**config.mk**
```make
export PLATFORM = sky130hd
export DESIGN_NAME = quad_decoder_flat
export DESIGN_NICKNAME = d
export VERILOG_FILES = /design/src/rtl/quad_decoder_pkg.sv /design/src/rtl/quad_decoder_if.sv /design/src/rtl/quad_decoder_deb_filter.sv /design/src/rtl/quad_decoder.sv /design/src/flat_wrapper.sv
export SDC_FILE = /design/constraint.sdc
export NUM_CORES = 1
export LEC_CHECK = 0
export BUFFER_PORTS_ARGS = -buffer_cell sky130_fd_sc_hd__buf_2
export CAP_MARGIN = 20
export CORE_UTILIZATION = 58
export CTS_CLUSTER_SIZE = 8
export DETAILED_ROUTE_END_ITERATION = 12
export HOLD_SLACK_MARGIN = 0.06
export PLACE_DENSITY = 0.77
export SLEW_MARGIN = 20
export SYNTH_ARGS = -nofsm -noshare
export SYNTH_HDL_FRONTEND = slang
export SYNTH_SLANG_ARGS = --single-unit
```
**constraint.sdc**
```tcl
create_clock -name clk -period 2.2 [get_ports clk]
set_input_delay 0.33 -clock clk [delete_from_list [all_inputs] [get_ports clk]]
set_output_delay 0.33 -clock clk [all_outputs]
set_load 0.02 [all_outputs]
```
**src/rtl/quad_decoder_pkg.sv**
```systemverilog
// Shared types and defaults for the rotary quadrature decoder.
// Detent FSM encodings, result width and parameter defaults live here.
package quad_decoder_pkg;

  localparam int RES_W          = 5;
  localparam int DEB_CYCLES_DEF = 16;
  localparam int MAX_VAL_DEF    = 31;

  typedef logic [RES_W-1:0] res_t;

  typedef enum logic [2:0] {
    ST_IDLE = 3'd0,
    ST_CW1  = 3'd1,
    ST_CW2  = 3'd2,
    ST_CW3  = 3'd3,
    ST_CCW1 = 3'd4,
    ST_CCW2 = 3'd5,
    ST_CCW3 = 3'd6
  } qdec_state_e;

  // Colour channel rotation R -> G -> B -> R; 3 is never produced.
  function automatic logic [1:0] sel_advance(input logic [1:0] cur);
    return (cur == 2'd2) ? 2'd0 : cur + 2'd1;
  endfunction

endpackage

```
**src/rtl/quad_decoder_if.sv**
```systemverilog
// Encoder-side inputs and value/channel outputs of the quadrature decoder.
// master = stimulus/encoder side, slave = decoder side.
interface quad_decoder_if;
  import quad_decoder_pkg::*;

  logic       ROT_A;
  logic       ROT_B;
  logic       btn;
  res_t       res;
  logic [1:0] sel;
  logic       step;

  modport master (
    output ROT_A, ROT_B, btn,
    input  res, sel, step
  );

  modport slave (
    input  ROT_A, ROT_B, btn,
    output res, sel, step
  );

endinterface

```
**src/rtl/quad_decoder_deb_filter.sv**
```systemverilog
// Two-flop synchronizer followed by a debounce filter: the output takes a new
// level only after DEB_CYCLES consecutive synchronized samples disagree with it.
module deb_filter #(
  parameter int   DEB_CYCLES = 16,
  parameter logic RST_VAL    = 1'b1
) (
  input  logic clk,
  input  logic reset_n,
  input  logic din,
  output logic dout
);

  localparam int CNT_W = (DEB_CYCLES < 2) ? 1 : $clog2(DEB_CYCLES);
  localparam logic [CNT_W-1:0] CNT_LAST = CNT_W'(DEB_CYCLES - 1);

  logic [1:0]       sync_reg;
  logic             filt_reg;
  logic [CNT_W-1:0] cnt_reg;

  always_ff @(posedge clk or negedge reset_n) begin
    if (!reset_n) begin
      sync_reg <= {2{RST_VAL}};
      filt_reg <= RST_VAL;
      cnt_reg  <= '0;
    end else begin
      sync_reg <= {sync_reg[0], din};
      // Any sample agreeing with the current level restarts the run.
      if (sync_reg[1] == filt_reg) begin
        cnt_reg <= '0;
      end else if (cnt_reg == CNT_LAST) begin
        filt_reg <= sync_reg[1];
        cnt_reg  <= '0;
      end else begin
        cnt_reg <= cnt_reg + 1'b1;
      end
    end
  end

  assign dout = filt_reg;

endmodule

```
**src/rtl/quad_decoder.sv**
```systemverilog
// Rotary encoder front end: debounced quadrature detent counter plus a
// push-button colour selector. Build option: QDEC_WRAP_EN (wrap instead of saturate).
module quad_decoder
  import quad_decoder_pkg::*;
#(
  parameter int DEB_CYCLES = DEB_CYCLES_DEF,
  parameter int MAX_VAL    = MAX_VAL_DEF
) (
  input  logic           clk,
  input  logic           reset_n,
  quad_decoder_if.slave  bus
);

  localparam res_t       MAX_RES = RES_W'(MAX_VAL);
  // Idle levels: A/B high, button released.
  localparam logic [2:0] DEB_RST = 3'b011;

  logic [2:0] raw_in;
  logic [2:0] filt;

  assign raw_in = {bus.btn, bus.ROT_B, bus.ROT_A};

  generate
    for (genvar gi = 0; gi < 3; gi++) begin : g_deb
      deb_filter #(
        .DEB_CYCLES (DEB_CYCLES),
        .RST_VAL    (DEB_RST[gi])
      ) u_deb (
        .clk     (clk),
        .reset_n (reset_n),
        .din     (raw_in[gi]),
        .dout    (filt[gi])
      );
    end
  endgenerate

  logic [1:0]  code;
  logic        btn_filt;
  assign code     = {filt[0], filt[1]};
  assign btn_filt = filt[2];

  qdec_state_e state_reg, state_next;
  res_t        res_reg, res_next;
  logic [1:0]  sel_reg, sel_next;
  logic        step_reg, step_next;
  logic        btn_last_reg;
  logic        inc, dec;

  always_ff @(posedge clk or negedge reset_n) begin
    if (!reset_n) begin
      state_reg    <= ST_IDLE;
      res_reg      <= '0;
      sel_reg      <= 2'd0;
      step_reg     <= 1'b0;
      btn_last_reg <= 1'b0;
    end else begin
      state_reg    <= state_next;
      res_reg      <= res_next;
      sel_reg      <= sel_next;
      step_reg     <= step_next;
      btn_last_reg <= btn_filt;
    end
  end

  // Detent tracker: only a full CW3/CCW3 -> 11 exit produces a count.
  always_comb begin
    state_next = state_reg;
    inc        = 1'b0;
    dec        = 1'b0;
    unique case (state_reg)
      ST_IDLE: begin
        if (code == 2'b01)      state_next = ST_CW1;
        else if (code == 2'b10) state_next = ST_CCW1;
      end
      ST_CW1: begin
        if (code == 2'b00)      state_next = ST_CW2;
        else if (code == 2'b11) state_next = ST_IDLE;
      end
      ST_CW2: begin
        if (code == 2'b10)      state_next = ST_CW3;
        else if (code == 2'b01) state_next = ST_CW1;
      end
      ST_CW3: begin
        if (code == 2'b00) begin
          state_next = ST_CW2;
        end else if (code == 2'b11) begin
          state_next = ST_IDLE;
          inc        = 1'b1;
        end
      end
      ST_CCW1: begin
        if (code == 2'b00)      state_next = ST_CCW2;
        else if (code == 2'b11) state_next = ST_IDLE;
      end
      ST_CCW2: begin
        if (code == 2'b01)      state_next = ST_CCW3;
        else if (code == 2'b10) state_next = ST_CCW1;
      end
      ST_CCW3: begin
        if (code == 2'b00) begin
          state_next = ST_CCW2;
        end else if (code == 2'b11) begin
          state_next = ST_IDLE;
          dec        = 1'b1;
        end
      end
      default: state_next = ST_IDLE;
    endcase
  end

  always_comb begin
    res_next = res_reg;
    if (inc) begin
      if (res_reg >= MAX_RES) begin
`ifdef QDEC_WRAP_EN
        res_next = '0;
`else
        res_next = MAX_RES;
`endif
      end else begin
        res_next = res_reg + 1'b1;
      end
    end else if (dec) begin
      if (res_reg == '0) begin
`ifdef QDEC_WRAP_EN
        res_next = MAX_RES;
`else
        res_next = '0;
`endif
      end else begin
        res_next = res_reg - 1'b1;
      end
    end
  end

  // A clamped count leaves res untouched, so step stays low.
  assign step_next = (res_next != res_reg);
  assign sel_next  = (btn_filt && !btn_last_reg) ? sel_advance(sel_reg) : sel_reg;

  assign bus.res  = res_reg;
  assign bus.sel  = sel_reg;
  assign bus.step = step_reg;

endmodule

```
**src/flat_wrapper.sv**
```systemverilog
// flat-port wrapper written by rule: the top's interface ports become plain ports
module quad_decoder_flat import quad_decoder_pkg::*;
#(
  parameter int DEB_CYCLES = DEB_CYCLES_DEF,
  parameter int MAX_VAL    = MAX_VAL_DEF
)
  (clk, reset_n, bus_ROT_A, bus_ROT_B, bus_btn, bus_res, bus_sel, bus_step);
  quad_decoder_if bus_i ();
  input  logic clk;
  input  logic reset_n;
  input wire logic [$bits(bus_i.ROT_A)-1:0] bus_ROT_A;
  input wire logic [$bits(bus_i.ROT_B)-1:0] bus_ROT_B;
  input wire logic [$bits(bus_i.btn)-1:0] bus_btn;
  output wire logic [$bits(bus_i.res)-1:0] bus_res;
  output wire logic [$bits(bus_i.sel)-1:0] bus_sel;
  output wire logic [$bits(bus_i.step)-1:0] bus_step;
  assign bus_i.ROT_A = bus_ROT_A;
  assign bus_i.ROT_B = bus_ROT_B;
  assign bus_i.btn = bus_btn;
  assign bus_res = bus_i.res;
  assign bus_sel = bus_i.sel;
  assign bus_step = bus_i.step;
  quad_decoder #(.DEB_CYCLES(DEB_CYCLES), .MAX_VAL(MAX_VAL)) u_core (.clk(clk), .reset_n(reset_n), .bus(bus_i));
endmodule
```
== Yosys cells after proc, flatten, opt, wreduce, memory -nomap -nowiden ==
Index checks and enable logic that the tools add are counted.
Widths: inputs -> output; s select.

* Flip-flop bits (word level): 33
* Input port bits: 5
* Output and inout bits: 8
* Word-level logic and storage cells: 76

* $add $sub $neg: 6
* $lt $le $gt $ge: 1
* Eq/ne operators: 18
* Muxes and demuxes: 24
* Bitwise logic cells: 3
* Reductions and logical operators: 10

{| class="wikitable"
|+ Operators with widths
! kind !! number
|-
| $mux 3 || 8
|-
| $mux 4 || 6
|-
| $mux 5 || 4
|-
| $pmux 3 s5 || 1
|-
| $add 4x1->4 const B || 3
|-
| $eq 4x4->1 const B || 3
|-
| $eq 3x3->1 const B || 3
|-
| $eq 2x2->1 const B || 3
|-
| $eq 3x2->1 const B || 2
|-
| $reduce_and 2->1 || 3
|-
| $add 5x1->5 const B || 1
|-
| $ge 5x5->1 const B || 1
|-
| $logic_not 5->1 || 1
|-
| $ne 5x5->1 || 1
|-
| $sub 5x1->5 const B || 1
|-
| $mux 1 || 4
|-
| $reduce_or 2->1 || 2
|-
| $eq 1x1->1 || 3
|-
| $eq 3x1->1 const B || 1
|-
| $logic_not 3->1 || 1
|-
| $ne 3x1->1 const B || 1
|-
| $not 1->1 || 3
|-
| $add 2x1->2 const B || 1
|-
| $eq 2x1->1 const B || 1
|-
| 4 further kinds || 4
|}

== Longest topological paths before layout ==
* Depth after elaboration: 7
* Mapped depth: 7
* Depth with buffers taken out: 7

== By module ==
A second synthesis with hierarchy kept.

* Cell total of the unflattened synthesis: 166
* Area total of the unflattened synthesis: 1,826.8 sq um

{| class="wikitable"
|+ Modules (own cells, without submodules)
! module !! times used !! cells each !! area an instance (sq um) !! seq. area each (sq um)
|-
| quad_decoder || 1 || 112 || 1,008.5 || 300.3
|-
| deb_filter at u_core.g_deb[0].u_deb ... || 2 || 18 || 274.0 || 178.9
|-
| deb_filter at u_core.g_deb[2].u_deb || 1 || 18 || 270.3 || 175.2
|}

== Worst setup path after synthesis ==
OpenSTA, ideal clock, no wires.

* Kind: flip-flop to flip-flop
* Start point: register u_core.res_reg[0], in the netlist u_core.bus.res[0]
* End point: register u_core.step_reg, in the netlist u_core.bus.step
* Library setup time: 87 ps
* Data arrival time: 1,776 ps
* Data required time: 2,113 ps
* Setup slack: 337 ps
* Cell stages (with the launch flop): 7
* Buffers on the path: 0
* Clock period less this slack: 1,863 ps
* Cells stage by stage: dfrtp_1 -> ha_1 -> and3_1 -> ha_1 -> a31o_1 -> o311a_1 -> o211ai_1

* Word-level cells in the longest chain between the ends: 5
* Elaborated cells on any way between the ends: 9
* Those cells by class: 2 x add/sub; 1 x order compare; 1 x eq/ne; 4 x mux; 1 x reduce/logical

{| class="wikitable"
|+ RTL lines
! item !! line !! RTL
|-
| start, declared || quad_decoder.sv:43 || <nowiki>res_t res_reg, res_next;</nowiki>
|-
| start signal, assigned || quad_decoder.sv:58 || <nowiki>res_reg <= res_next;</nowiki>
|-
| $sub 5x1->5 or $logic_not 5->1 (tied branches) || quad_decoder.sv:131, quad_decoder.sv:124 ||
|-
| $mux 5 || quad_decoder.sv:124 || <nowiki>if (res_reg == '0) begin</nowiki>
|-
| $mux 5 || quad_decoder.sv:123 || <nowiki>end else if (dec) begin</nowiki>
|-
| $mux 5 || quad_decoder.sv:113 || <nowiki>if (inc) begin</nowiki>
|-
| $ne 5x5->1 (*) || quad_decoder.sv:137 || <nowiki>assign step_next = (res_next != res_reg);</nowiki>
|-
| via u_core.step_next || quad_decoder.sv:45 || <nowiki>logic step_reg, step_next;</nowiki>
|-
| end signal, assigned || quad_decoder.sv:60 || <nowiki>step_reg <= step_next;</nowiki>
|-
| end, declared || quad_decoder.sv:45 ||
|}

The timed path passes the listed nets; every way through them passes the cells marked *.
A chain may end at the register's enable or synchronous reset.

== Final worst setup path ==
* Start point: register u_core.res_reg[1], in the netlist u_core.bus.res[1]
* End point: register u_core.step_reg, in the netlist u_core.bus.step

Same word-level chain as after synthesis.

==> summary.md <==
| Metric | Value |
|---|---|
| Row cnt | 19 |
| First-pass GRT wire length | between 5000 and 6000 µm |
| Clock skew | 0.00383 ns |
| Synth Area in Compound Gates | 14.3% |
| Max reg flops | 12 |
| Die height | ~56 µm |
| Finished Core Util | 65.0% |
| Crit path cell chain | inv_1 -> ha_1 -> nor4b_2 -> nor4_1 -> a211oi_1 -> o211ai_1 |
| Dpl cells | between 200 and 250 |
| Status | completed |
| IO Pins | 13 |
| CP startpoint kind | flop |
| Initial antenna violation count | 0 |
| FFs w/ async S/R, synth | 100% |
| Synth Area in XOR/XNOR | under 10% |
| Unique masters post-synth | 39 |
| CP Data Arrival Time | 2.26 ns |
| Crit path kind | reg -> reg |
| Syn_nets | 177 |
| RePlAce Congestion | 0.939 |
| Routed vias | roughly 1.3k |
| Worst-path clk slew | 0.10 ns |
| Hpwl dp | between 2000 and 2500 µm |
| Period utilization | between 90% and 100% |
| Total Nets Final | 189 |
| Worst Hold Class | in -> reg |
| Final Hold Fails | 0 |
| Most frequently used flop master after synthesis | dfrtp_1 |
| Worst-Skew Late Latency | 0.33 ns |
| Synth warn | 0 |
| Total Routed Length | 3090 µm |
| ANT cells | 0 |
| Largest net degree at the start of global routing | 34 |
| Met1 GRT Util | 26.7% |
| GR Util All Layers | 21.4% |
| CP max FO | 12 |
| Root Driver | clkbuf_4 |
| Clk sink count | 33 |
| Max cap viols | 0 |
| Mux contribution to synthesized area | 4.41% |
| Seq/Total Area, Yosys | 48.9% |
| CTS Buf Count | 5 |
| Antenna viol nets, final | 0 |
| Vias per inst | roughly 6.1 |
| Post-layout minimum cycle time | about 2 ns |
| Port buffer count | 12 |
| Fin cells | 210 |
| Worst rel slew slack | 52.5% |
| Post-Synth Simple-Gate Area | between 10% and 20% |
| Post-Syn Instances | 166 |
| Critical Path Max Stage Delay | 0.52 ns |
| TritonRoute pass-1 iters | 4 |
| Number of synthesized flops with an enable pin | 0 |
| Initial core utilization | 61.3% |
| Slew Limit Fails | 0 |
| CP max stage cell | dfrtp_1 |
| Setup bufs post-CTS | 0 |
| GR Util met2 | 33.5% |
| Setup TNS | 0 ns |
| Req. time, crit path | 2.41 ns |
| Fmax | 489 MHz |
| Area share of fa/ha/maj cells after synthesis | 4.41% |
| Global Route met3 Usage | 7.21% |
| PD cells | 585 mW/mm² |
| Busiest grt layer | met2 |
| Leak | roughly 0.00081 µW |
| CTS tree | built |
| WL/cell | 14.7 µm |
| Syn Area/Cell | 10.3 µm² |
| Vias in the first global route | between 1k and 1.5k |
| Worst-Margin Slew | 0.713 ns |
| Unrepaired setup endpoints after global routing | false |
| Maximum root-to-sink buffer count | 2 |
| Core area | 0.00278 mm² |
| Layout cell share with drive strength beyond 1 | between 10% and 20% |
| H-tree levels | 2 |
| Post-route DRC | 0 |
| Largest family of logic cells by synthesized area | simple AND/OR/NAND/NOR gates |
| Mapped Area | 0.00170 mm² |
| CP Capture Type | flop |
| Layout area overhead | 6.17% |
| Die area | about 0.0032 mm² |
| DR iter-0 viols | 66 |
| Die X | 56.2 µm |
| # fillers | 232 |
| Total congestion overflow | 0 |
| Final Power | 1060 µW |
| Peak VDD IR | 0.635 mV |
| Flops & latches, synth | 33 |
| Finish-stage setup viols | 0 |
[layout make-up]
| class | instances | area, µm² | area share, % |
|---|---|---|---|
| clock buffers | 6 | 41.3 | 2.28 |
| clock inverters | 2 | 10.0 | 0.553 |
| inverters | 7 | 26.3 | 1.45 |
| multi-input cells | 118 | 790 | 43.6 |
| flip-flops and latches | 33 | 833 | 46.1 |
| well taps | 31 | 38.8 | 2.14 |
| repair buffers | 13 | 70.1 | 3.87 |
[per-stage QoR]
step | setup slack (ns) | cell area, µm² | hold slack (ns)
4_1_cts | 0.231 | 1810 | 0.0685
6_report | 0.154 | 1810 | 0.0900
5_1_grt | 0.0804 | 1810 | 0.0650
3_3_place_gp | 0.324 | 1750 | 0.332
2_1_floorplan | 0.337 | 1700 | 0.0344
3_5_place_dp | 0.257 | 1750 | 0.336
[worst max-delay path, delay by kind of cell (launching register included)]
family,cells,cell delay (ns)
and+or+nand+nor,2,0.64
adders and majority gates,1,0.22
AOI/OAI and AO/OA,2,0.40
buffers and inverters,1,0.14
DFF,1,0.52
[layer usage]
metal	vias to the layer above	wire, µm
met1	603	1420
met4	0	50
met3	7	192
li1	615	-
met2	52	1430
met5	-	0
[where the power goes]
group          switching, µW  internal (µW)
sequential              35.5            635
combinational           34.8           30.8
clock                    199            122
total                    270            788
[final timing paths]
| path | startpoint | endpoint | slack, ns | cells after the start |
|---|---|---|---|---|
| max | u_core.bus.res[1] | u_core.bus.step | 0.15 | 6 |
| min | bus_ROT_A | u_core.g_deb[0].u_deb.sync_reg[0] | 0.09 | 1 |
| max reg2reg | u_core.bus.res[1] | u_core.bus.step | 0.15 | 6 |
| min reg2reg | u_core.g_deb[2].u_deb.sync_reg[0] | u_core.g_deb[2].u_deb.sync_reg[1] | 0.36 | 0 |
| max in group asynchronous | reset_n | u_core.g_deb[0].u_deb.cnt_reg[1] | 1.17 | 2 |
| min in group asynchronous | reset_n | u_core.bus.res[4] | 0.58 | 2 |
[layout by cell type, fill, tap and decap left out, types with 2 or more instances in the layout]
cell / instances
dfrtp_1: 27
a21oi_1: 13
o21ai_0: 12
nor2_1: 12
buf_2: 12
inv_1: 7
nand2b_1: 7
nand3_1: 7
nand2_1: 7
xnor2_1: 6
ha_1: 6
dfstp_2: 6
clkbuf_4: 5
and3_1: 4
nor2b_1: 4
nor3_1: 4
mux2_2: 4
o211ai_1: 3
mux2i_1: 3
nor3b_1: 3
nand4b_1: 3
nor4_1: 2
a211oi_1: 2
a31oi_1: 2
a22oi_1: 2
clkinv_2: 2
[Yosys cell counts (all sizes together), types with 3 or more instances]
library cell / n / area share [%]
a21oi: 13 / 3.8
and3: 4 / 1.5
buf: 6 / 2.8
dfrtp: 27 / 40
dfstp: 6 / 9.3
ha: 6 / 4.4
inv: 7 / 1.5
mux2: 4 / 2.6
mux2i: 3 / 1.8
nand2: 7 / 1.5
nand2b: 7 / 2.6
nand3: 8 / 3.1
nand4b: 3 / 1.5
nor2: 12 / 2.6
nor2b: 4 / 1.5
nor3: 4 / 1.2
nor3b: 3 / 1.3
o211ai: 3 / 1.3
o21ai: 12 / 3.5
xnor2: 6 / 3.1
[repair_timing]
action,4_1_cts,5_1_grt
hold buffers,1,0
hold endpoints to repair,27,0
setup endpoints to repair,0,0
resized for setup,0,0
[logic make-up after synthesis]
group,count (synthesis)
flops,33
buf+inv,15
mux,7
fa+ha+maj,6
compound gates,40
xor+xnor,7
simple gates,58
(Power assumes the default switching activity.)
